## src/rtl/clk_div_multi.sv

```systemverilog
// Multi-channel programmable clock-enable generator: per-channel one-cycle ticks
// and 50%-duty toggle outputs, with runtime divisor load, global pause and restart.
module clk_div_multi #(
    parameter int NCH     = 3,
    parameter int CNT_W   = 27,
    parameter int DEF_DIV = 2,
    parameter int SEL_W   = 2
) (
    input  logic             clk,
    input  logic             rst,
    input  logic             en,
    input  logic [NCH-1:0]   ch_clr,
    input  logic             div_wr,
    input  logic [SEL_W-1:0] div_sel,
    input  logic [CNT_W-1:0] div_data,
    output logic [NCH-1:0]   tick,
    output logic [NCH-1:0]   clk_out
);

    logic [CNT_W-1:0] cnt [NCH];
    logic [CNT_W-1:0] div [NCH];

    always_ff @(posedge clk or posedge rst) begin
        if (rst) begin
            for (int i = 0; i < NCH; i++) begin
                cnt[i] <= '0;
                div[i] <= CNT_W'(DEF_DIV);
            end
            tick    <= '0;
            clk_out <= '0;
        end else begin
            for (int i = 0; i < NCH; i++) begin
                // div_sel values past the last channel match no index, so they are ignored
                if (div_wr && (div_sel == SEL_W'(i))) begin
                    div[i]  <= div_data;
                    cnt[i]  <= '0;
                    tick[i] <= 1'b0;
                    if (ch_clr[i]) begin
                        clk_out[i] <= 1'b0;
                    end
                end else if (ch_clr[i]) begin
                    cnt[i]     <= '0;
                    tick[i]    <= 1'b0;
                    clk_out[i] <= 1'b0;
                end else if (!en || (div[i] == '0)) begin
                    tick[i] <= 1'b0;
                end else if (cnt[i] == (div[i] - CNT_W'(1))) begin
                    cnt[i]     <= '0;
                    tick[i]    <= 1'b1;
                    clk_out[i] <= ~clk_out[i];
                end else begin
                    cnt[i]  <= cnt[i] + CNT_W'(1);
                    tick[i] <= 1'b0;
                end
            end
        end
    end

endmodule

```

## config.mk

```make
export PLATFORM = sky130hd
export DESIGN_NAME = clk_div_multi
export DESIGN_NICKNAME = d
export VERILOG_FILES = /design/src/rtl/clk_div_multi.sv
export SDC_FILE = /design/constraint.sdc
export NUM_CORES = 1
export LEC_CHECK = 0
export ABC_AREA = 1
export ABC_CLOCK_PERIOD_IN_PS = 5200
export BUFFER_PORTS_ARGS = -buffer_cell sky130_fd_sc_hd__buf_2
export CAP_MARGIN = 20
export CORE_ASPECT_RATIO = 0.75
export CORE_MARGIN = 3
export CORE_UTILIZATION = 45
export CTS_CLUSTER_SIZE = 24
export DETAILED_ROUTE_END_ITERATION = 7
export PLACE_DENSITY_LB_ADDON = 0.1
export SLEW_MARGIN = 20
export SYNTH_ARGS = -nofsm -noshare
export SYNTH_HDL_FRONTEND = slang
export SYNTH_SLANG_ARGS = --single-unit
```

## constraint.sdc

```tcl
create_clock -name clk -period 5.2 [get_ports clk]
set_input_delay 0.52 -clock clk [delete_from_list [all_inputs] [get_ports clk]]
set_output_delay 0.52 -clock clk [all_outputs]
set_load 0.01 [all_outputs]
```

# Yosys cells after proc, flatten, opt, wreduce, memory -nomap -nowiden
# Cells that the tools add are included.
# op_classes
add_sub_neg	6
eq_ne	14
n_mux	39
bitwise_logic	3
n_reduce_logical	17
# op_table
cell	n
$mux 27	12
$add 27x1->27 const B	3
$eq 27x27->1	3
$logic_not 27->1	3
$sub 27x1->27 const B	3
$mux 1	27
$ne 2x2->1 const B	6
$ne 3x3->1 const B	3
$reduce_and 3->1	3
$reduce_bool 2->1	3
$logic_and 1x1->1	3
$logic_or 1x1->1	3
$not 1->1	3
$eq 2x1->1 const B	1
$eq 2x2->1 const B	1
$logic_not 2->1	1
$logic_not 1->1	1
# totals
reg_bits	168
output_inout_bits	6
elab_cells	89

# Depth between registers and ports, before layout
# logic_depth
word_depth	6
depth_mapped	18
mapped_depth_nobuf	18

# Worst setup path after synthesis
# Ideal clock, no wire load.
# synth_timing
path_type	register to register
start	register div[55] in the netlist's numbering
end	register cnt[75] in the netlist's numbering
arrival_time_ns	2.073
t_required_ns	5.070
slack_ns	2.998
stages_incl_launch_ff	17
cell_sequence	dfstp_2 -> inv_1 -> ha_1 -> or2_2 -> nand2_1 -> nand2_1 -> nand2_1 -> nand3_1 -> nor2_1 -> nand2_1 -> nor2_2 -> nand2_1 -> nor2_4 -> nand3_4 -> nand2_4 -> buf_12 -> o22ai_2
# synth_between
elab_chain_len	6
word_cells_on_any_way	9
# synth_lines
item	line_no	rtl
start, declared	21	logic [CNT_W-1:0] div [NCH];
start signal, assigned by index	27	div[i] <= CNT_W'(DEF_DIV);
start signal, assigned by index	35	div[i] <= div_data;
$sub 27x1->27	47	end else if (cnt[i] == (div[i] - CNT_W'(1))) begin
$eq 27x27->1	47	
$mux 27	47	
$mux 27	45	end else if (!en || (div[i] == '0)) begin
$mux 27	41	end else if (ch_clr[i]) begin
$mux 27	34	if (div_wr && (div_sel == SEL_W'(i))) begin
end signal, assigned by index	52	cnt[i] <= cnt[i] + CNT_W'(1);
end, declared	20	logic [CNT_W-1:0] cnt [NCH];
# Several ways; a longest one is shown, not always the timed one. The select of a mux whose other input is x is not followed.
# A chain may end at the register's enable or synchronous reset.

# Worst setup path in the final report
# layout_timing
start	register div[28] in the netlist's numbering
end	register cnt[27] in the netlist's numbering
# Same word-level chain as after synthesis.

==> results_dict.tcl <==
set metrics [dict create \
    htreeDepth 4 \
    grt_usage_pct 25.20 \
    dieArea_um2 31050 \
    first_pass_iters 5 \
    synth_nets 2005 \
    drv_cap 0 \
    top_usage_layer "met1" \
    most-common-layout-cells "638 x nand2_1, 246 x nor2_1, 234 x inv_1, 165 x dfrtp_1, 136 x nand3_1" \
    slew_headroom_pct 41.58 \
    fp.dieW_um 202.5 \
    port_buffers 41 \
    synth_top_area_share_pct 31.69 \
    cp.required_ns 5.52 \
    ys_seq_elements 168 \
    avgSynthCellArea_um2 6.637 \
    cts_hold_buf 0 \
    synthToLayoutAreaGrowth_pct 8.500 \
    rsz0062_at_grt "false" \
    first_global_vias 11163 \
    antenna_found_initial 2 \
    dp_hpwl_um 30080 \
    final_nets 2015 \
    crit_arrival_ns 3.30 \
    cts.clk_slew.worst_paths_ns 0.07 \
    io_pins 42 \
    period_share_pct 57.39 \
    viasPerCell 5.142 \
    core_area_um2 28250 \
    root_buffer "clkbuf_16" \
    grt_pass1_wl_um 62220 \
    power_leakage_nw 7.008 \
    fp-row-count 53 \
    postSynthCellCount 1963 \
    startpoint_type "flop" \
    synth_area_leader_cell "dfrtp_1" \
    die_y_um 153.4 \
    tns_ns 0 \
    insertion_delay_ns 0.44 \
    antenna_cells 0 \
    clockBufferDepth 2 \
    syn-cell-area_um2 13030 \
    cts_resized 0 \
    cp_max_fo 24 \
    grt_max_degree 103 \
    layout_commonest_cell "nand2_1" \
    synth_area_leaders "dfrtp_1 32%, nand2_1 18%, nor2_1 7.1%" \
    ys_types 48 \
    end_kind "flop" \
    ant_nets 0 \
    power_density_nw_per_um2 279.1 \
    timing.hold.worst.class "input pin to asynchronous set/reset pin" \
    cts_inserted_buffers 17 \
    drtIter0Drc 1076 \
    cts.sinks 168 \
    cts_tree "built" \
    worstSetupPathType "flop to flop" \
    outcome "finished, final reports clean" \
    finalPower_mw 3.946 \
    yosysWarnings 0 \
    routed_wl_um 38730 \
    wire_per_inst_um 16.33 \
    fin_skew_ns 0.008089 \
    synth-edff-count 0 \
    hold_violations 0 \
    postCtsSetupRepairBufs 0 \
    start_util_pct 46.12 \
    grt.overflow.total 0 \
    ir_worst_vdd_mv 0.1944 \
    grt_use_met2_pct 37.55 \
    drive_above_1_share_pct 9.063 \
    drc 0 \
    worst_pin_slew_ns 0.8709 \
    global_route.usage.met3_pct 5.514 \
    finalMaxSlewViolations 0 \
    postSynth.asyncResetShare_pct 100.0 \
    via_count 12192 \
    gp_congestion 0.9179 \
    setup_viol 0 \
    met1_usage_pct 37.90 \
    period_needed_ns 2.984 \
    synthFlopType "dfrtp_1" \
    clock.fmax_ghz 0.3351 \
    ys_seq_area_share_pct 32.30 \
]
[layout make-up]
class / count / area, µm²
multi-input combinational: 1490 / 7606
timing repair buffer: 48 / 270.3
clock inverter: 10 / 168.9
clock buffer: 22 / 464.2
tap: 385 / 481.7
inverter: 248 / 935.9
fill: 2912 / 14110
sequential: 168 / 4208
[critical path: stages, from the launching register on]
cell and delay (ns):
dfstp_2 0.54, inv_1 0.05, ha_1 0.23, nand2_1 0.18, inv_1 0.15, nand2_1 0.11, nand2_1 0.06, nand3_1 0.12
nand2_1 0.08, nor2_1 0.21, nand4_1 0.14, nor2_1 0.21, nand2_2 0.35, nand2_1 0.30, o21ai_0 0.13
[per-stage QoR]
| step | cell area, µm² | utilization, % | hold WS, ns | setup slack (ns) | std cells |
|---|---|---|---|---|---|
| after global placement | 13500 | 47.78 | 0.4857 | 2.220 | 2339 |
| final | 14130 | 50.04 | 0.1388 | 2.216 | 2371 |
| after floorplan | 13030 | - | 0.4639 | 0.1382 | 1963 |
| after global routing | 14130 | 50.04 | 0.1822 | 1.957 | 2371 |
| after detailed placement | 13500 | 47.78 | 0.4892 | 2.180 | 2339 |
| after CTS | 14130 | 50.02 | 0.1752 | 2.164 | 2371 |
[flip-flops by register name, summed over array words and instances (netlist names)]
signal / flops
div: 81
cnt: 81
tick: 3
clk_out: 3
[Yosys cell counts, types with 10 or more instances]
cell type  instances
nor2_2            21
o22ai_2           20
nor2_4            13
nand3b_1          15
nor2_1           246
nand4_1           63
buf_2             10
nand3_1          137
nor3_1            29
a21oi_1           25
xnor2_1           28
inv_2             10
inv_1            235
clkbuf_1          36
o21ai_0           76
nand2_1          638
dfrtp_1          165
xor2_1           100
nand2_2           14
[metal layers]
metal	up-vias	wire [µm]
met1	5641	19060
met3	29	2565
met5	-	0
met4	0	580
li1	6195	-
met2	327	16520
[final timing paths]
path	start	to	slack (ns)	cells after the start
setup reg to reg	div[28]	cnt[27]	2.22	14
min in group clk	ch_clr[2]	tick[2]	0.27	2
max in group asynchronous	rst	cnt[15]	4.06	3
setup / recovery	div[28]	cnt[27]	2.22	14
hold reg to reg	div[1]	div[1]	0.49	2
hold / removal	rst	tick[0]	0.14	2
[report_power, final]
group | switching [mW] | total (mW) | internal (mW) | leakage [nW]
Combinational | 0.625 | 0.952 | 0.327 | 4.53
Sequential | 0.167 | 1.59 | 1.42 | 2.18
Clock | 0.571 | 1.40 | 0.834 | 0.297
[logic make-up (layout without fill, tap and decap cells)]
logic type               count (synthesis)  in the layout  share of synthesized area, %
buffers and inverters                  305            328                         9.479
flip-flops                             168            168                         32.30
adder cells (fa/ha/maj)                  6              6                        0.5762
XOR/XNOR                               137            137                         10.18
AND/OR/NAND/NOR                       1212           1212                         40.93
AO/OA/AOI/OAI                          135            135                         6.531
No activity file was read; power rests on OpenSTA's default activity.
